File: src/rtl/saph_col_unpremul.sv
`default_nettype none
// ============================================================================
// Module      : saph_col_unpremul
// Description : Converts one premultiplied ARGB8888 color to straight alpha.
//               Alpha 0 and 0xFF take a one-cycle fast path. Other alphas run
//               an 8-cycle restoring divide on all three channels in parallel.
// Revision    : 1.0 - initial release
// ============================================================================
module saph_col_unpremul (
  input  logic        clk,
  input  logic        rst_n,
  input  logic        in_valid,
  output logic        in_ready,
  input  logic [31:0] in_col,
  output logic        out_valid,
  input  logic        out_ready,
  output logic [31:0] out_col
);

  typedef enum logic [1:0] {
    ST_IDLE = 2'd0,
    ST_DIV  = 2'd1,
    ST_DONE = 2'd2
  } state_t;

  localparam logic [2:0] C_LAST_ITER = 3'd7;

  state_t           r_state;
  logic [7:0]       r_alpha;
  logic [2:0]       r_cnt;
  logic [2:0]       r_clamp;
  logic [2:0][8:0]  r_rem;
  logic [2:0][7:0]  r_lo;     // low dividend byte, shifted out as quotient bits shift in
  logic [31:0]      r_out_col;

  logic [7:0]       w_in_a;
  logic [2:0]       w_clamp_init;
  logic [2:0][8:0]  w_rem_init;
  logic [2:0][7:0]  w_lo_init;
  logic [2:0][8:0]  w_rem_nxt;
  logic [2:0][7:0]  w_lo_nxt;
  logic [2:0][7:0]  w_res;

  assign w_in_a    = in_col[31:24];
  assign in_ready  = (r_state == ST_IDLE);
  assign out_valid = (r_state == ST_DONE);
  assign out_col   = r_out_col;

  // Channel 0 = b, 1 = g, 2 = r. The quotient is known to fit in 8 bits, so the
  // dividend's high byte is already below A and can seed the remainder directly,
  // leaving only 8 restoring steps for the low byte.
  for (genvar i = 0; i < 3; i++) begin : g_ch
    logic [7:0]  w_c;
    logic [15:0] w_dividend;
    logic [9:0]  w_trial;
    logic        w_ge;

    assign w_c             = in_col[8*i +: 8];
    assign w_dividend      = ({8'd0, w_c} * 16'd255) + {9'd0, w_in_a[7:1]};
    assign w_clamp_init[i] = (w_c >= w_in_a);
    assign w_rem_init[i]   = {1'b0, w_dividend[15:8]};
    assign w_lo_init[i]    = w_dividend[7:0];

    assign w_trial      = {r_rem[i], r_lo[i][7]};
    assign w_ge         = (w_trial >= {2'b00, r_alpha});
    assign w_rem_nxt[i] = w_ge ? 9'(w_trial - {2'b00, r_alpha}) : w_trial[8:0];
    assign w_lo_nxt[i]  = {r_lo[i][6:0], w_ge};
    assign w_res[i]     = r_clamp[i] ? 8'hFF : w_lo_nxt[i];
  end

  // Control FSM plus divider datapath; the result register only holds a value in DONE.
  always_ff @(posedge clk or negedge rst_n) begin
    if (!rst_n) begin
      r_state   <= ST_IDLE;
      r_alpha   <= 8'd0;
      r_cnt     <= 3'd0;
      r_clamp   <= 3'd0;
      r_rem     <= '0;
      r_lo      <= '0;
      r_out_col <= 32'd0;
    end else begin
      case (r_state)
        ST_IDLE: begin
          if (in_valid) begin
            r_alpha <= w_in_a;
            r_cnt   <= 3'd0;
            r_clamp <= w_clamp_init;
            r_rem   <= w_rem_init;
            r_lo    <= w_lo_init;
            if (w_in_a == 8'h00) begin
              r_state   <= ST_DONE;
              r_out_col <= 32'd0;
            end else if (w_in_a == 8'hFF) begin
              r_state   <= ST_DONE;
              r_out_col <= in_col;
            end else begin
              r_state <= ST_DIV;
            end
          end
        end
        ST_DIV: begin
          r_rem <= w_rem_nxt;
          r_lo  <= w_lo_nxt;
          r_cnt <= r_cnt + 3'd1;
          if (r_cnt == C_LAST_ITER) begin
            r_state   <= ST_DONE;
            r_out_col <= {r_alpha, w_res};
          end
        end
        ST_DONE: begin
          if (out_ready) begin
            r_state   <= ST_IDLE;
            r_out_col <= 32'd0;
          end
        end
        default: begin
          r_state   <= ST_IDLE;
          r_out_col <= 32'd0;
        end
      endcase
    end
  end

endmodule
`default_nettype wire

File: config.mk
export PLATFORM = sky130hd
export DESIGN_NAME = saph_col_unpremul
export DESIGN_NICKNAME = d
export VERILOG_FILES = /design/src/rtl/saph_col_unpremul.sv
export SDC_FILE = /design/constraint.sdc
export NUM_CORES = 1
export LEC_CHECK = 0
export ABC_AREA = 1
export CORE_ASPECT_RATIO = 2
export CORE_MARGIN = 8
export CORE_UTILIZATION = 40
export DETAILED_ROUTE_END_ITERATION = 12
export GPL_TIMING_DRIVEN = 0
export PLACE_DENSITY_LB_ADDON = 0.08
export SLEW_MARGIN = 20
export SYNTH_ARGS = -nofsm -noshare
export SYNTH_HDL_FRONTEND = slang
export SYNTH_SLANG_ARGS = --single-unit
File: constraint.sdc
create_clock -name clk -period 2.8 [get_ports clk]
set_input_delay 0.42 -clock clk [delete_from_list [all_inputs] [get_ports clk]]
set_output_delay 0.42 -clock clk [all_outputs]
set_load 0.05 [all_outputs]
* Yosys cells after proc, flatten, opt, wreduce, memory -nomap -nowiden
Cells that the tools add are included.
Storage, ports and cells: register bits 99, input port bits 36, output and inout bits 34, logic and storage cells 66
Operators by class: $add $sub $neg 7, multipliers 3, $lt $le $gt $ge 6, equal/unequal tests 8, multiplexer cells 24, reduce and logical (&&, ||, !) cells 7
Operator list (number):
- $mux W32 | 5
- $pmux W32 S3 | 1
- $pmux W27 S2 | 1
- $add A16 B7 Y16 | 3
- $mul A8 B8 Y16 const B | 3
- $pmux W24 S2 | 1
- $ge A10 B8 Y1 | 3
- $mux W27 | 1
- $mux W9 | 3
- $sub A9 B8 Y9 | 3
- $ge A8 B8 Y1 | 3
- $mux W24 | 1
- $mux W8 | 3
- $mux W2 | 5
- $eq A8 B8 Y1 const B | 1
- $logic_not A8 Y1 | 1
- $pmux W2 S3 | 1
- $pmux W3 S2 | 1
- $ne A2 B2 Y1 const B | 2
- $reduce_and A2 Y1 | 2
- $reduce_and A4 Y1 | 1
- $add A3 B1 Y3 const B | 1
- $eq A3 B3 Y1 const B | 1
- $mux W3 | 1
- 7 further kinds | 7

* Depth between registers and ports, before layout
depth in word-level cells 5, gate-level depth with buffers 21, gate-level depth less buffers 21

* Worst setup path before layout
No wires, ideal clock.
kind input-to-reg, start in in_col[2], end reg r_rem, in the netlist g_ch[0].w_trial[3], library setup time 0.118 ns, arrival 3.701 ns, required time 2.682 ns, path slack -1.018 ns, stages on the path 18, buffers on the path 0, cells stage by stage inv_1 fa_1 inv_1 fa_1 inv_1 fa_1 fa_1 inv_1 ha_1 nand2_1 inv_1 nand2_1 nand2_1 a21oi_1 xor2_1 nand2_1 nand3_1 nand2_1
Between the ends: cells in the longest elaborated chain, start to end 4
RTL lines:
- start: declaration | RTL line 14 | input logic [31:0] in_col,
- $mul A8 B8 Y16 | RTL line 59 | assign w_dividend = ({8'd0, w_c} * 16'd255) + {9'd0, w_in_a[7:1]};
- $add A16 B7 Y16 | RTL line 59
- $mux W27 | RTL line 84 | if (in_valid) begin
- $pmux W27 S2 | RTL line 82 | case (r_state)
- end signal: assignment | RTL line 88 | r_rem <= w_rem_init;
- end signal: assignment | RTL line 102 | r_rem <= w_rem_nxt;
- end: declaration | RTL line 32 | logic [2:0][8:0] r_rem;
No other way between the ends. The select of a mux whose other input is x is not followed. A chain may end at the register's enable or synchronous reset.

* Worst setup path in the final report
start in in_col[5], end reg r_rem, in the netlist g_ch[0].w_trial[3]
The elaborated chain is that of the path after synthesis.

==> results <==
- The area of the mapped netlist is 12,900 um2.
- Setup violations remaining at the end of the flow were counted as 36.
- The async set or reset register ratio after synthesis is 100%.
- Dividing the detail-routed via count by the number of cells gives 5.02.
- After global routing the overflow that remains totals 0.
- The share of post-route cells with drive strength above 1 is 22.3%.
- At the end of the flow the core is filled with cells to 51.2%.
- Counting instances in the post-synthesis netlist gives the leading cell types as sky130_fd_sc_hd__nand2_1 (542), sky130_fd_sc_hd__inv_1 (403), sky130_fd_sc_hd__ha_1 (167).
- The largest net degree at the start of global routing is 58.
- Global routing used 23.3% of the available tracks across all layers.
- The residual DRC count is 0.
- The number of iterations in the first detailed-routing pass is 5.
- Ranked by total cell area, the synthesized netlist is headed by sky130_fd_sc_hd__dfrtp_1 (19%), sky130_fd_sc_hd__fa_1 (17%), sky130_fd_sc_hd__ha_1 (16%), sky130_fd_sc_hd__nand2_1 (16%), sky130_fd_sc_hd__inv_1 (12%).
- Across the routed clock network, the largest skew measured is 0.0164 ns.
- The setup total negative slack is -23.27 ns.
- The height of the die is 270 um.
- The number of cell rows is 93.
- In this run the standard cell core region covers 32,000 um2.
- In this run the tightest slew margin relative to its limit is 31.2%.
- Counting every instance in the synthesized netlist gives 1,814.
- The number of DRC markers after the initial detailed-route iteration is 399.
- The insertion delay to the later sink of the worst-skew pair is 0.38 ns.
- The source of the worst hold timing path is in_col[28].
- The share of the cycle needed by the critical path after routing is 130%.
- For the worst setup path, the data arrival time is 3.92 ns.
- The average wire per cell in the routed design is 18.1 um.
- In the final design database the tool counted 2,268 nets.
- The synthesis warning total is 0.
- The critical path required time is 3.08 ns.
- From synthesis to final layout, the design area changed by 26.8%.
- The endpoint of the lowest-slack register-to-register path is r_lo[0]$_DFFE_PN0P_.
- The maximum frequency from static timing analysis is 275 MHz.
- On the critical path, the stage with the largest delay is an instance of sky130_fd_sc_hd__fa_2.
- The number of H-tree branching levels is 3.
- The flop and latch count out of synthesis is 99.
- Clock tree synthesis selected as its root buffer the cell sky130_fd_sc_hd__clkbuf_16.
- Once the floorplan was initialized, standard cells occupied 40.4% of the core.
- The floorplan step defined a die boundary enclosing 38,700 um2.
- The placed instances occupy a cell area of 14,700 um2.
- The area share of the leading cell type in the synthesized netlist is 19.2%.
- Sequential cells were found to cover 19.2% of the synthesized design area.
- The delay contributed by the slowest stage of the critical path is 0.60 ns.
- At the pin with the least slew margin, the transition time is 1.03 ns.
- For the worst flop-to-flop path, the logic depth is 11.
- The critical path class is input pin to register.
- The final reports fail on setup timing.
- The minimum period implied by the final worst setup slack is 3.64 ns.
- From left edge to right edge, the die measures 143 um.
- The number of antenna diodes in the final layout is 0.
- The number of max-slew violations in the final report is 0.
- The total via count in the routed design is 11,981.
- The TritonCTS clock tree is yes.
- Walking the worst path, the cells encountered are buf_12, fa_2, fa_1, fa_1, inv_2, fa_1, inv_2, ha_4, nand2_4, inv_2, nand2_2, nand2_2, a21oi_4, xor2_2, nand2_1, nand3_1, nand2_1.
- The cell area after layout is 16,400 um2.
- Setup repair after global routing could not meet its margin everywhere.
- The maximum root-to-sink buffer count is 2.
- The total detailed-routing wirelength is 43,200 um.
- The total of max-cap violations is 0.
- The synthesized design contains 0 enable-type register cells.
- Of all nets on the critical path, the largest fanout is 4.
- Averaged over all synthesized cells, the footprint is 7.12 um2.
- The primary flip-flop cell chosen by synthesis mapping is sky130_fd_sc_hd__dfrtp_1.
- The first global-routing pass estimated 67,700 um of wire.
- The critical path buffer and inverter count is 4.
- The worst min-delay path category is input pin to register.
- The leading area contributor after synthesis is sky130_fd_sc_hd__dfrtp_1.
- The run finished, with violations left.
- The number of I/O pins is 70.
- For hold timing, the worst endpoint is r_alpha[4]$_DFFE_PN0P_.
- The count of endpoints failing hold in the final timing report is 0.
- STA classifies the critical path startpoint as an input pin.
- The number of sinks driven by the clock tree is 99.
- The number of global-route vias before repair came to 12,547.
- Clock-pin slew was measured on the worst setup and hold paths at 0.09 ns.
- The number of antenna violations at the first check in global routing is 0.
- The endpoint type of the worst setup path is a register.
- Counting the buffers created by CTS gives 9.
- The startpoint of the most critical register-to-register path is r_alpha[0]$_DFFE_PN0P_.
- Setup slack on the worst reg-to-reg path comes out at 0.29 ns.
- In this run, distinct cell masters in the synthesized netlist total 35.
- The wire-length estimate of the detail-placed layout is 35,000 um.
- The fill cell total of the finished layout is 3,179.
- In this run the remaining antenna-violating nets after routing total 0.
- Port buffering added 69 buffers.
- The family with the most delay on the worst path is adder cells.
- Along the worst hold path, the cell count comes to 3.
- Synthesis produced a netlist with a net count of 2,125.
- Once routing completed, OpenROAD measured the worst setup slack at -0.836 ns.
- The final weighted congestion in routability-driven placement is 0.937.
- Yosys instantiated no cell more often than sky130_fd_sc_hd__nand2_1.
how the worst max path moves through the flow:
| stage | start | end | slack (ns) | depth (start not counted) |
|---|---|---|---|---|
| floorplan | in_col[2] | g_ch[0].w_trial[8]$_DFFE_PN0P_ | -0.81 | 20 |
| global placement | rst_n | g_ch[2].w_trial[9]$_DFFE_PN0P_ | -2.87 | 1 |
| detailed placement | in_col[31] | g_ch[0].w_trial[2]$_DFFE_PN0P_ | -2.17 | 17 |
| global route | in_col[5] | g_ch[0].w_trial[3]$_DFFE_PN0P_ | -0.98 | 17 |
| CTS | in_col[6] | g_ch[0].w_trial[3]$_DFFE_PN0P_ | -0.84 | 17 |
| finish | in_col[5] | g_ch[0].w_trial[3]$_DFFE_PN0P_ | -0.84 | 17 |
registers in the layout, indices dropped and copies added (netlist names):
name,flops
r_lo,21
r_clamp,3
r_alpha,8
out_col,32
r_state,2
r_cnt,3
g_ch.w_trial,30
per-layer routing:
layer  track usage (%)  wire (um)
met5                 0          0
met4              14.5       2820
met1              23.7      15600
met3              2.48       1360
met2              43.6      23400
cell type report:
cell class | count | area, um2 | share of cell area, %
flip-flops and latches | 99 | 2480 | 15.1
multi-input cells | 1274 | 9890 | 60.4
repair buffers | 132 | 1420 | 8.64
clock inverters | 7 | 70.1 | 0.428
inverters | 408 | 1580 | 9.64
clock buffers | 9 | 225 | 1.37
plain buffers | 33 | 188 | 1.15
well taps | 427 | 534 | 3.26
cell families after synthesis:
| kind of cell | Yosys count | synth area share (%) |
|---|---|---|
| AOI/OAI and AO/OA | 174 | 7.43 |
| xor gates and xnor gates | 18 | 1.22 |
| adders and majority gates | 275 | 32.9 |
| buffers and inverters | 441 | 13.3 |
| DFF | 99 | 19.2 |
| and+or+nand+nor | 807 | 25.9 |
cells in the final DEF, fill, tap and decap left out, drive strengths merged, types with 8 or more instances in the layout:
master and n:
nand3 124, nand4 27, nor2 90, o21ai 66, dfrtp 99, or2 13, xor2 14, nand2 544
a21oi 71, o22ai 8, buf 111, clkdlybuf4s50 38, inv 407, o21a 16, clkbuf 23, fa 108
ha 167
metrics by stage:
stage	std cells	setup WS, ns	hold slack [ns]
floorplan	1814	-0.807	0.124
global placement	2310	-2.87	0.463
detailed placement	2311	-2.17	0.386
CTS	2379	-0.836	0.243
global route	2389	-0.976	0.247
finish	2389	-0.836	0.254
tightest hold or removal path: stages:
cell and delay, ns:
sky130_fd_sc_hd__buf_8 0.08, sky130_fd_sc_hd__nand2_1 0.04, sky130_fd_sc_hd__o21ai_0 0.06
what timing repair did:
action                                  CTS  global route
endpoints found under the hold margin    34             0
gates resized for setup                 391            86
pin swaps                               130           103
hold buffers                              1             0
buffers inserted                         51            12
cloned                                    0             0
endpoints found under the setup margin   73            50
Power is left out: the tool's default activity adds up to more than one toggle a clock period on the data nets, which glitch-free logic cannot reach.
